File: src/rtl/uart_tx_sched_pkg.sv
`default_nettype none
// ============================================================================
// uart_tx_sched_pkg : shared FSM state type and frame constants
// Revision: 1.0
// ============================================================================
package uart_tx_sched_pkg;

  typedef enum logic [1:0] {
    IDLE  = 2'd0,
    START = 2'd1,
    DATA  = 2'd2,
    STOP  = 2'd3
  } state_e;

  localparam int FRAME_BITS = 10;
  localparam int DATA_BITS  = 8;

endpackage
`default_nettype wire

File: src/rtl/uart_tx_ser.sv
`default_nettype none
// ============================================================================
// uart_tx_ser : per-frame bit timing and shift register for uart_tx_sched
// Revision: 1.0
// ============================================================================
module uart_tx_ser
  import uart_tx_sched_pkg::*;
#(
  parameter int DIV_W = 16
) (
  input  logic                 clk,
  input  logic                 rst_n,
  input  logic                 load_i,
  input  logic [DATA_BITS-1:0] byte_i,
  input  logic [DIV_W-1:0]     div_i,
  output logic                 stx_o,
  output logic                 tick_o,
  output logic                 done_o
);

  localparam int BIT_W = $clog2(FRAME_BITS);

  logic [FRAME_BITS-1:0] shift_q;
  logic [DIV_W-1:0]      div_q;
  logic [DIV_W-1:0]      cnt_q;
  logic [BIT_W-1:0]      bit_q;
  logic                  active_q;

  // tick marks the last clock of the current bit; done marks the last clock of the stop bit
  assign tick_o = active_q && (cnt_q == div_q);
  assign done_o = tick_o && (bit_q == BIT_W'(FRAME_BITS - 1));
  assign stx_o  = active_q ? shift_q[0] : 1'b1;

  always_ff @(posedge clk) begin
    if (!rst_n) begin
      shift_q  <= '0;
      div_q    <= '0;
      cnt_q    <= '0;
      bit_q    <= '0;
      active_q <= 1'b0;
    end else if (load_i) begin
      shift_q  <= {1'b1, byte_i, 1'b0};
      div_q    <= div_i;
      cnt_q    <= '0;
      bit_q    <= '0;
      active_q <= 1'b1;
    end else if (tick_o) begin
      cnt_q   <= '0;
      shift_q <= {1'b1, shift_q[FRAME_BITS-1:1]};
      bit_q   <= bit_q + 1'b1;
      if (done_o) begin
        active_q <= 1'b0;
      end
    end else if (active_q) begin
      cnt_q <= cnt_q + 1'b1;
    end
  end

endmodule
`default_nettype wire

File: src/rtl/uart_tx_sched.sv
`default_nettype none
// ============================================================================
// uart_tx_sched : round-robin byte scheduler feeding one UART transmitter.
// Optional macro UART_TX_SCHED_CTS_EN gates new accepts with cts.
// Revision: 1.0
// ============================================================================
module uart_tx_sched
  import uart_tx_sched_pkg::*;
#(
  parameter int NUM_REQ = 4,
  parameter int DIV_W   = 16
) (
  input  logic                       clk,
  input  logic                       rst_n,
  input  logic [NUM_REQ-1:0]         req_valid,
  input  logic [NUM_REQ*8-1:0]       req_data,
  output logic [NUM_REQ-1:0]         req_ready,
  input  logic [DIV_W-1:0]           baud_div,
  input  logic                       cts,
  output logic                       stx,
  output logic                       rts,
  output logic                       busy,
  output logic [$clog2(NUM_REQ)-1:0] grant_id
);

  localparam int GID_W  = $clog2(NUM_REQ);
  localparam int DBIT_W = $clog2(DATA_BITS);

  state_e             state_q, state_d;
  logic [GID_W-1:0]   rr_ptr_q, rr_ptr_d;
  logic [GID_W-1:0]   grant_q, grant_d;
  logic [DBIT_W-1:0]  dbit_q, dbit_d;
  logic               rts_q;

  logic               gate;
  logic               found;
  logic               accept;
  logic [GID_W-1:0]   win;
  logic [DATA_BITS-1:0] win_byte;
  logic               ser_tick;
  logic               ser_done;

`ifdef UART_TX_SCHED_CTS_EN
  assign gate = cts;
`else
  logic unused_cts;
  assign unused_cts = cts;
  assign gate       = 1'b1;
`endif

  // first valid requester at or after rr_ptr, wrapping
  always_comb begin
    found = 1'b0;
    win   = rr_ptr_q;
    for (int k = 0; k < NUM_REQ; k++) begin
      if (!found && req_valid[GID_W'((int'(rr_ptr_q) + k) % NUM_REQ)]) begin
        found = 1'b1;
        win   = GID_W'((int'(rr_ptr_q) + k) % NUM_REQ);
      end
    end
  end

  assign accept    = rst_n && gate && found && (state_q == IDLE);
  assign req_ready = accept ? (NUM_REQ'(1) << win) : '0;
  assign win_byte  = req_data[8*win +: 8];

  always_comb begin
    state_d  = state_q;
    rr_ptr_d = rr_ptr_q;
    grant_d  = grant_q;
    dbit_d   = dbit_q;
    case (state_q)
      IDLE: begin
        if (accept) begin
          state_d  = START;
          rr_ptr_d = GID_W'((int'(win) + 1) % NUM_REQ);
          grant_d  = win;
          dbit_d   = '0;
        end
      end
      START: begin
        if (ser_tick) state_d = DATA;
      end
      DATA: begin
        if (ser_tick) begin
          if (dbit_q == DBIT_W'(DATA_BITS - 1)) state_d = STOP;
          else                                  dbit_d  = dbit_q + 1'b1;
        end
      end
      STOP: begin
        if (ser_done) state_d = IDLE;
      end
      default: state_d = IDLE;
    endcase
  end

  always_ff @(posedge clk) begin
    if (!rst_n) begin
      state_q  <= IDLE;
      rr_ptr_q <= '0;
      grant_q  <= '0;
      dbit_q   <= '0;
      rts_q    <= 1'b0;
    end else begin
      state_q  <= state_d;
      rr_ptr_q <= rr_ptr_d;
      grant_q  <= grant_d;
      dbit_q   <= dbit_d;
      rts_q    <= (|req_valid) | busy;
    end
  end

  assign busy     = (state_q != IDLE);
  assign rts      = rts_q;
  assign grant_id = grant_q;

  uart_tx_ser #(
    .DIV_W (DIV_W)
  ) u_ser (
    .clk    (clk),
    .rst_n  (rst_n),
    .load_i (accept),
    .byte_i (win_byte),
    .div_i  (baud_div),
    .stx_o  (stx),
    .tick_o (ser_tick),
    .done_o (ser_done)
  );

endmodule
`default_nettype wire

File: config.mk
export PLATFORM = sky130hd
export DESIGN_NAME = uart_tx_sched
export DESIGN_NICKNAME = d
export VERILOG_FILES = /design/src/rtl/uart_tx_sched_pkg.sv /design/src/rtl/uart_tx_ser.sv /design/src/rtl/uart_tx_sched.sv
export SDC_FILE = /design/constraint.sdc
export NUM_CORES = 1
export LEC_CHECK = 0
export ABC_AREA = 1
export BUFFER_PORTS_ARGS = -buffer_cell sky130_fd_sc_hd__buf_4
export CAP_MARGIN = 20
export CORE_MARGIN = 5
export CORE_UTILIZATION = 45
export DETAILED_ROUTE_END_ITERATION = 7
export PLACE_DENSITY = 0.68
export SYNTH_ARGS = -nofsm -noshare
export SYNTH_HDL_FRONTEND = slang
export SYNTH_SLANG_ARGS = --single-unit
File: constraint.sdc
create_clock -name clk -period 4.2 [get_ports clk]
set_input_delay 0.21 -clock clk [delete_from_list [all_inputs] [get_ports clk]]
set_output_delay 0.21 -clock clk [all_outputs]
set_load 0.01 [all_outputs]
# Yosys cells after proc, flatten, opt, wreduce, memory -nomap -nowiden
# Cells that the tools add are included.
[totals]
wordCells = 96
ram_bits = 0
romBits = 0
latchBits = 0
n_memories = 0
reg_bits = 57
[op_classes]
mul = 0
n_mux = 36
div_mod_pow = 0
bitwise = 2
n_reduce_logical = 22
add_sub_neg = 7
eq_ne = 12
order_cmp = 4
shifts = 2
[op_table]
columns = ["operator", "n"]
rows = [
  ["32-bit by 6-bit indexed part select with 8-bit output", 1],
  ["10-bit two-way mux", 2],
  ["16-bit by 1-bit adder with 16-bit output (second input constant)", 1],
  ["16-bit == test", 1],
  ["2-bit by 4-bit < comparator with 1-bit output (second input constant)", 4],
  ["1-bit two-way mux", 16],
  ["2-bit two-way mux", 8],
  ["3-bit two-way mux", 3],
  ["1-bit binary-select mux with 2-bit select", 4],
  ["2-bit inequality test (second input constant)", 4],
  ["2-bit case mux with 4 select lines", 1],
  ["2-bit nonzero test", 4],
  ["1-bit logical AND", 7],
  ["3-bit case mux with 2 select lines", 1],
  ["5-bit AND reduction", 1],
  ["2-bit by 1-bit adder with 2-bit output (second input constant)", 2],
  ["2-bit adder (second input constant)", 2],
  ["4-bit by 1-bit adder with 4-bit output (second input constant)", 1],
  ["2-bit == test (second input constant)", 2],
  ["4-bit == test (second input constant)", 1],
  ["4-bit two-way mux", 1],
  ["2-bit by 1-bit inequality test with 1-bit output (second input constant)", 2],
  ["2-bit AND reduction", 2],
  ["4-bit AND reduction", 1],
  ["11 further kinds", 13],
]

# Depth between registers and ports, before layout
# Gate-level depths: netlist of run 1.
[logic_depth]
depth_word = 17
ltp_mapped = 17
mapped_depth_nobuf = 16

# Hierarchy
# A second synthesis of run 1 with hierarchy kept.
[hier_totals]
cells_unflattened = 606
area_unflattened_um2 = 3862.5
[by_module_without_submodules]
columns = ["mod", "seq_area_each_um2", "n_inst", "area_each_um2", "cells_per_inst"]
rows = [
  ["uart_tx_ser", 940.9, 1, 2499.9, 379],
  ["uart_tx_sched", 200.2, 1, 1362.6, 227],
]

# Worst setup path before layout of run 1
# No wires, ideal clock.
[synth_timing]
path_type = "register to output"
startpoint = "register rr_ptr_q[1]"
endpoint = "output port req_ready[0]"
n_path_buf = 2
path_stages_with_launch = 15
t_arrival_ns = 1.639
t_required_ns = 3.990
path_slack_ns = 2.351
path_cell_list = "dfxtp_1 -> buf_4 -> inv_4 -> nand2_1 -> nand2_1 -> nand2_1 -> nand2_2 -> nand3_2 -> nand2_2 -> nand2_4 -> nand2_4 -> buf_6 -> ha_1 -> inv_1 -> nor2_1"
[synth_between]
elab_chain_len = 16
[synth_rtl]
columns = ["item", "line_no", "source"]
rows = [
  ["start, declared", "uart_tx_sched.sv:30", "logic [GID_W-1:0] rr_ptr_q, rr_ptr_d;"],
  ["start signal, assigned", "uart_tx_sched.sv:106", "rr_ptr_q <= rr_ptr_d;"],
  ["branches (longest 15 deep; another with 2-bit by 1-bit adder with 2-bit output)", "--", ""],
  ["4-bit two-way mux *", "uart_tx_sched.sv:64", "assign req_ready = accept ? (NUM_REQ'(1) << win) : '0;"],
  ["end, declared", "uart_tx_sched.sv:17", "output logic [NUM_REQ-1:0] req_ready,"],
]
# Every way passes the cells marked *. The select of a mux whose other input is x is not followed.

# Final worst setup path of run 1
[layout_timing]
startpoint = "register rr_ptr_q[0]"
endpoint = "output port req_ready[3]"
[layout_lines]
columns = ["item", "line_no", "source"]
rows = [
  ["branches (longest 12 deep; another with 2-bit by 1-bit adder with 2-bit output)", "--", ""],
  ["2-bit two-way mux *", "uart_tx_sched.sv:56", "if (!found && req_valid[GID_W'((int'(rr_ptr_q) + k) % NUM_REQ)]) begin"],
  ["via win[0]", "uart_tx_sched.sv:38", "logic [GID_W-1:0] win;"],
  ["1-bit by 2-bit left shift with 4-bit output *", "uart_tx_sched.sv:64", ""],
  ["4-bit two-way mux *", "uart_tx_sched.sv:64", ""],
]
# Mark *: on every way through the listed nets, which the timed path passes. The select of a mux whose other input is x is not followed.

==> results.rst, run 1 <==
.. list-table::
   :header-rows: 1

   * - Metric
     - Value
   * - Result of the run
     - finished, final reports clean
   * - Critical-path cell with the highest stage delay
     - sky130_fd_sc_hd__dfxtp_1
   * - Final wirelength
     - 8830 µm
   * - Placer Congestion
     - 0.911
   * - Number of resized instances in the post-cts repair step
     - 0
   * - Remaining number of nets flagged by the antenna check after routing
     - 0
   * - DP Area
     - 4050 µm²
   * - IO buf count
     - 62
   * - Cts bufs inserted
     - 9
   * - Largest net degree at the start of global routing
     - 27
   * - Maximum fanout along the worst path
     - 20
   * - Hold-fix buffer count after cts
     - 0
   * - Max_slew headroom
     - 37.2%
   * - Maximum VDD drop
     - 0.000304 V
   * - Final cell utilization of the core
     - 55.9%
   * - Total of warnings raised by yosys
     - 0
   * - Pre-CTS setup slack
     - 1490 ps
   * - Overall overflow remaining after global route
     - 0
   * - Arrival time at the worst endpoint
     - 2870 ps
   * - Type of the tightest min-delay check
     - in2reg
   * - Std cell rows
     - 32
   * - WL per Instance
     - 12.2 µm
   * - Sink count of the clock tree
     - 57
   * - Crit Path Category
     - reg2out
   * - Critical path depth
     - 13
   * - Required time of the critical path
     - 3990 ps
   * - DRT Pass-1 Iters
     - 4
   * - Hold path cells
     - 3
   * - Final period demand of the worst path
     - 3080 ps
   * - Sequential area share after synthesis
     - 32.2%
   * - Sum of negative setup slack
     - 0 ps
   * - Synthesized instance count
     - 558
   * - Number of setup violations in the final report
     - 0
   * - Slew of the pin with the lowest slew margin
     - 934 ps
   * - Width of the chip
     - 98.8 µm
   * - Startpoint kind of the worst setup timing path
     - flip-flop
   * - GRT Overall Usage
     - 18.1%
   * - Vias in the first global route
     - 3307
   * - Max incr delay on CP
     - 640 ps
   * - Worst R2R Path Depth
     - 12
   * - Max Buffers Root-to-Sink
     - 2
   * - Critical Path End Type
     - primary output
   * - Setup repair after global routing missed its margin
     - false
   * - CP Buf/Inv Count
     - 4
   * - Cell type with the highest occurrence count on the critical path
     - sky130_fd_sc_hd__nand2_1
   * - Leakage Power
     - 2.07 nW
   * - Post-DP HPWL
     - 6620 µm
   * - Cells traversed along the worst timing path
     - inv_2 -> nand2_1 -> nand2_1 -> nand2_1 -> nand2_2 -> nor2_4 -> nand4_4 -> nand2_4 -> inv_1 -> ha_1 -> inv_1 -> nor2_1 -> buf_4
   * - Placeable Area
     - 7690 µm²
   * - Most common cell after layout, fill and taps aside
     - sky130_fd_sc_hd__nand2_1
   * - Initial Utilization
     - 46.1%
   * - Syn avg cell area
     - 6.35 µm²
   * - Buffer type at the clock tree root
     - sky130_fd_sc_hd__clkbuf_8
   * - Total Nets Final
     - 685
   * - First-pass GRT wire length
     - 14700 µm
   * - Kind of cell adding the most delay to the critical path
     - simple AND/OR/NAND/NOR gates
   * - Combined area of all synthesized cells
     - 3550 µm²
   * - Final number of max-transition violations
     - 0
   * - Unique cell type count in the Yosys netlist
     - 34
   * - Growth of design area from synthesis to finish
     - 21.2%
   * - Number of antenna violations at the first check in global routing
     - 0
   * - Final Instance Area
     - 4300 µm²
   * - Routed via count divided by cell count
     - 4.92
   * - Number of diodes
     - 0
   * - Clock tree from TritonCTS
     - yes
   * - Synth Register Bits
     - 57
   * - Synthesized netlist net count
     - 626
   * - Power density relative to cell area
     - 616 nW/µm²
   * - Area enclosed by the die boundary
     - 9760 µm²
   * - Final count of hold timing violations
     - 0
   * - Period utilisation layout
     - 73.4%
   * - I/O Pins
     - 64
   * - Final worst clock skew
     - 5.44 ps
   * - Height of the die
     - 98.8 µm
   * - Setup Fix Bufs, Post-CTS
     - 0
   * - Worst-case register-to-register setup slack
     - 1540 ps
   * - Insertion delay of the later-clocked pin in the worst-skew pair
     - 340 ps
   * - DRC violation count after routing
     - 0
   * - Maximum clock frequency
     - 0.324 GHz
   * - Count of maximum capacitance violations
     - 0
   * - Leading cell types in the layout, fill and taps excluded
     - 191 x sky130_fd_sc_hd__nand2_1, 72 x sky130_fd_sc_hd__inv_1, 63 x sky130_fd_sc_hd__buf_4
   * - Number of levels the H-tree was split into
     - 3
   * - Violation count after the first detailed-routing iteration
     - 188
   * - Final worst-path setup slack
     - 1120 ps
   * - Register clock-pin slew on the reported worst setup and hold paths
     - 70 ps
   * - Via count of the routed design
     - 3561
   * - Share of layout cells above drive strength 1
     - 17.2%
## area by class of cell
class / count / area [µm²]
Tap cell: 102 / 128
Multi-Input combinational cell: 409 / 2020
Clock buffer: 11 / 141
Sequential cell: 57 / 1140
Fill cell: 772 / 3390
Timing Repair Buffer: 63 / 473
Inverter: 77 / 292
Clock inverter: 5 / 103
## cell usage after synthesis, drive strengths merged
library cell	n	area [µm²]
nand4	11	98.8
ha	13	163
xnor2	1	8.76
buf	10	73.8
nand2	205	815
o31ai	1	7.51
nand3	66	350
a22o	1	8.76
nor2	39	154
xor2	9	78.8
or2	3	18.8
nor3b	1	7.51
clkbuf	5	18.8
clkinv	1	3.75
a21oi	17	85.1
dfxtp	57	1140
o22ai	1	6.26
inv	76	288
nand3b	1	7.51
nor3	9	50.1
a211oi	1	7.51
or3	1	6.26
o21ai	27	135
nor4	2	12.5
## registers in the layout, indices dropped and copies added, names as in the netlist
name,count
state_q,2
dbit_q,3
u_ser.shift_q,10
u_ser.bit_q,4
rr_ptr_q,2
rts,1
u_ser.active_q,1
u_ser.cnt_q,16
grant_id,2
u_ser.div_q,16
## worst register-to-register path, delay by kind of cell (launching register included)
family | cells | cell delay [ps]
flops | 1 | 640
compound gates | 1 | 100
fa+ha+maj | 1 | 310
simple gates | 8 | 1110
buf+inv | 2 | 380
## final timing paths
check / from / to
worst max-delay path: rr_ptr_q[0] / req_ready[3]
worst min-delay path: baud_div[12] / u_ser.div_q[12]
worst max register to register: rr_ptr_q[0] / rr_ptr_q[1]
worst min register to register: u_ser.shift_q[0] / u_ser.shift_q[0]
## through the flow
stage | power [mW] | hold WS, ps | cells
global placement | 1.99 | 409 | 708
floorplan | 1.75 | 320 | 558
detailed placement | 2.03 | 415 | 708
finish | 2.65 | 65.3 | 724
CTS | 2.67 | 50.8 | 724
global route | 2.89 | 53.0 | 724
## where the power goes
| group | leakage [nW] | internal [mW] | switching [mW] |
|---|---|---|---|
| Clock | 0.120 | 0.409 | 0.221 |
| Sequential | 0.468 | 0.668 | 0.101 |
| Combinational | 1.49 | 0.434 | 0.814 |
| Total | 2.07 | 1.51 | 1.13 |
## layer usage
layer  vias to the layer above  track usage [%]  share of wire [%]
met5                         -                0                  0
met4                         0             3.26               0.68
met3                         7             5.73                4.3
met2                        58             32.0                 50
met1                      1619             21.8                 45
li1                       1877                -                  -
## kinds of logic after synthesis
family / count (synthesis) / synth area share [%]
AOI/OAI and AO/OA: 48 / 7.06
xor gates and xnor gates: 10 / 2.47
adders and majority gates: 13 / 4.59
buffers and inverters: 92 / 10.8
DFF: 57 / 32.2
and+or+nand+nor: 338 / 42.9
(Power assumes the default switching activity.)
==> run 2, diff against run 1 <==
==> constraint.sdc (replaced) <==
create_clock -name clk -period 2.95 [get_ports clk]
set_input_delay 0.1475 -clock clk [delete_from_list [all_inputs] [get_ports clk]]
set_output_delay 0.1475 -clock clk [all_outputs]
set_load 0.01 [all_outputs]
==> run 2 against run 1 <==
Against the previous run: clock-buffer cell count is 2 higher; clock power is 1% higher; global-route usage is 0.44 points higher; first-iteration DRC count is 12% lower; setup slack worse by 800 ps; non-clock buffer count is 8 higher; flip-flop and latch count stayed put; hold slack worse by 50 ps; register-to-register slack worse by 960 ps; sequential share of layout area stayed put.
==> results.rst, run 2 (synthesized netlist as in run 1, its figures left out) <==
.. list-table::
   :header-rows: 1

   * - Metric
     - Value
   * - Cells traversed along the worst timing path
     - buf_4 -> inv_4 -> nand2_1 -> nand2_1 -> nand2_1 -> nand2_2 -> nand2_1 -> nand2_1 -> nand2_2 -> nand2_4 -> nand2_4 -> inv_1 -> ha_1 -> inv_1 -> nor2_1 -> buf_4 (was inv_2 -> nand2_1 -> nand2_1 -> nand2_1 -> nand2_2 -> nor2_4 -> nand4_4 -> nand2_4 -> inv_1 -> ha_1 -> inv_1 -> nor2_1 -> buf_4)
   * - Power density relative to cell area
     - 820 nW/µm² (was 616 nW/µm²)
   * - Final wirelength
     - 8800 µm (was 8830 µm)
   * - Sink count of the clock tree
     - 57 (unchanged)
   * - Buffer type at the clock tree root
     - sky130_fd_sc_hd__clkbuf_8 (unchanged)
   * - Placer Congestion
     - 0.900 (was 0.911)
   * - Final cell utilization of the core
     - 55.9% (unchanged)
   * - GRT Overall Usage
     - 18.6% (was 18.1%)
   * - Insertion delay of the later-clocked pin in the worst-skew pair
     - 330 ps (was 340 ps)
   * - Final period demand of the worst path
     - 2640 ps
   * - I/O Pins
     - 64 (unchanged)
   * - Max incr delay on CP
     - 300 ps (was 640 ps)
   * - Number of antenna violations at the first check in global routing
     - 0 (unchanged)
   * - Final worst-path setup slack
     - 313 ps (was 1120 ps)
   * - Cts bufs inserted
     - 9 (unchanged)
   * - Sum of negative setup slack
     - 0 ps (unchanged)
   * - DRT Pass-1 Iters
     - 5 (was 4)
   * - Required time of the critical path
     - 2800 ps (was 3990 ps)
   * - Total Nets Final
     - 693 (was 685)
   * - Result of the run
     - finished, final reports clean (unchanged)
   * - Number of levels the H-tree was split into
     - 3 (unchanged)
   * - Initial Utilization
     - 46.1% (unchanged)
   * - Fraction of power consumed by sequential logic
     - 30.4% (was 29.0%)
   * - Cell type with the highest occurrence count on the critical path
     - sky130_fd_sc_hd__nand2_1 (unchanged)
   * - Logic gate share of total power
     - 51.4% (was 47.2%)
   * - Clk pwr share
     - 18.1% (was 23.8%)
   * - Maximum fanout along the worst path
     - 20 (unchanged)
   * - Final worst clock skew
     - 3.80 ps (was 5.44 ps)
   * - Largest net degree at the start of global routing
     - 23 (was 27)
   * - Height of the die
     - 98.8 µm (unchanged)
   * - Area enclosed by the die boundary
     - 9760 µm² (unchanged)
   * - Pre-CTS setup slack
     - 553 ps (was 1490 ps)
   * - Post-DP HPWL
     - 6810 µm (was 6620 µm)
   * - Number of setup violations in the final report
     - 0 (unchanged)
   * - Remaining number of nets flagged by the antenna check after routing
     - 0 (unchanged)
   * - IO buf count
     - 62 (unchanged)
   * - Leading cell types in the layout, fill and taps excluded
     - 191 x sky130_fd_sc_hd__nand2_1, 72 x sky130_fd_sc_hd__inv_1, 68 x sky130_fd_sc_hd__buf_4 (was 191 x sky130_fd_sc_hd__nand2_1, 72 x sky130_fd_sc_hd__inv_1, 63 x sky130_fd_sc_hd__buf_4)
   * - Maximum VDD drop
     - 0.000483 V (was 0.000304 V)
   * - Routed via count divided by cell count
     - 4.98 (was 4.92)
   * - CP Buf/Inv Count
     - 5 (was 4)
   * - Period utilisation layout
     - 89.4%
   * - Growth of design area from synthesis to finish
     - 21.2% (unchanged)
   * - Power Total
     - 3.52 mW (was 2.65 mW)
   * - Maximum clock frequency
     - 0.379 GHz
   * - Width of the chip
     - 98.8 µm (unchanged)
   * - Slew of the pin with the lowest slew margin
     - 412 ps (was 934 ps)
   * - Final count of hold timing violations
     - 0 (unchanged)
   * - Leakage Power
     - 2.09 nW (was 2.07 nW)
   * - Setup repair after global routing missed its margin
     - false (unchanged)
   * - Worst hold margin
     - 15.1 ps (was 65.3 ps)
   * - Register clock-pin slew on the reported worst setup and hold paths
     - 60 ps (was 70 ps)
   * - Share of layout cells above drive strength 1
     - 17.6% (was 17.2%)
   * - WL per Instance
     - 12.0 µm (was 12.2 µm)
   * - Placeable Area
     - 7690 µm² (unchanged)
   * - DRC violation count after routing
     - 0 (unchanged)
   * - Max Buffers Root-to-Sink
     - 2 (unchanged)
   * - Most common cell after layout, fill and taps aside
     - sky130_fd_sc_hd__nand2_1 (unchanged)
   * - Internal Power
     - 1.94 mW (was 1.51 mW)
   * - Count of maximum capacitance violations
     - 0 (unchanged)
   * - Kind of cell adding the most delay to the critical path
     - simple AND/OR/NAND/NOR gates (unchanged)
   * - Clock tree from TritonCTS
     - yes (unchanged)
   * - Final number of max-transition violations
     - 0 (unchanged)
   * - First-pass GRT wire length
     - 15000 µm (was 14700 µm)
   * - Arrival time at the worst endpoint
     - 2490 ps (was 2870 ps)
   * - Violation count after the first detailed-routing iteration
     - 166 (was 188)
   * - Critical-path cell with the highest stage delay
     - sky130_fd_sc_hd__dfxtp_1 (unchanged)
   * - Std cell rows
     - 32 (unchanged)
   * - Net Sw Power
     - 1.59 mW (was 1.13 mW)
   * - Overall overflow remaining after global route
     - 0 (unchanged)
   * - Number of fillers in the final layout
     - 789 (was 772)
   * - Via count of the routed design
     - 3647 (was 3561)
   * - Net switching share of the total power
     - 45.1% (was 42.9%)
   * - Crit Path Category
     - reg2out (unchanged)
   * - Number of diodes
     - 0 (unchanged)
   * - Critical Path End Type
     - primary output (unchanged)
   * - Largest registers
     - u_ser.cnt_q x16, u_ser.div_q x16, u_ser.shift_q x10 (unchanged)
   * - Startpoint kind of the worst setup timing path
     - flip-flop (unchanged)
   * - Vias in the first global route
     - 3451 (was 3307)
   * - Max_slew headroom
     - 72.5% (was 37.2%)
   * - Type of the tightest min-delay check
     - in2reg (unchanged)
-- run 2: changes by cell type in the layout (fill, tap and decap cells not counted) --
| cell | delta |
|---|---|
| sky130_fd_sc_hd__clkbuf_1 | +1 |
| sky130_fd_sc_hd__buf_4 | +5 |
| sky130_fd_sc_hd__clkinv_2 | +2 |
| sky130_fd_sc_hd__clkbuf_8 | +1 |
| sky130_fd_sc_hd__bufinv_16 | -3 |
| sky130_fd_sc_hd__clkinvlp_4 | -1 |
| sky130_fd_sc_hd__inv_2 | -1 |
| sky130_fd_sc_hd__dlygate4sd3_1 | +3 |
| sky130_fd_sc_hd__inv_4 | +1 |
-- run 2: tightest hold or removal path: cells and delay by family --
kind / cells / cell delay [ps]
compound gates: 1 / 50
buf+inv: 1 / 80
simple gates: 1 / 40
-- run 2: power by group through the flow --
stage               sequential, mW  clock [mW]  combinational (mW)
floorplan                     1.05           0                1.44
global placement              1.08           0                1.77
detailed placement            1.08           0                1.82
CTS                           1.07       0.660                1.83
global route                  1.09       0.703                2.08
finish                        1.07       0.639                1.81
-- run 2: area by class of cell --
cell class                      count  area [µm²]  area share [%]
Tap cell                          102         128            2.97
Inverter                           77         294            6.84
Clock inverter                      3        15.0           0.349
Multi-Input combinational cell    409        2020            47.0
Sequential cell                    57        1140            26.6
Clock buffer                       13         159            3.70
Timing Repair Buffer               71         541            12.6
-- run 2: final timing paths --
check / depth (start not counted) / slack (ps) / start / to
worst min-delay path: 3 / 20 / baud_div[9] / u_ser.div_q[9]
worst max-delay path: 16 / 310 / rr_ptr_q[0] / req_ready[1]
worst max register to register: 8 / 580 / state_q[0] / u_ser.cnt_q[1]
worst min register to register: 2 / 470 / grant_id[1] / grant_id[1]
-- run 2: layer usage --
metal | share of wire (%) | GRT usage, %
met4 | 1.1 | 5.88
met2 | 51 | 33.1
met1 | 44 | 21.9
met5 | 0 | 0
met3 | 3.7 | 4.39
-- run 2: per-stage QoR --
| stage | cell area [µm²] | std cells |
|---|---|---|
| floorplan | 3550 | 558 |
| global placement | 4090 | 713 |
| detailed placement | 4090 | 713 |
| CTS | 4300 | 732 |
| global route | 4300 | 732 |
| finish | 4300 | 732 |
-- run 2: timing repair --
action                     4_1_cts  5_1_grt
hold buffers                     3        0
buffers inserted                 0        0
setup endpoints to repair        0        2
gates resized for setup          0        2
hold endpoints to repair         3        0
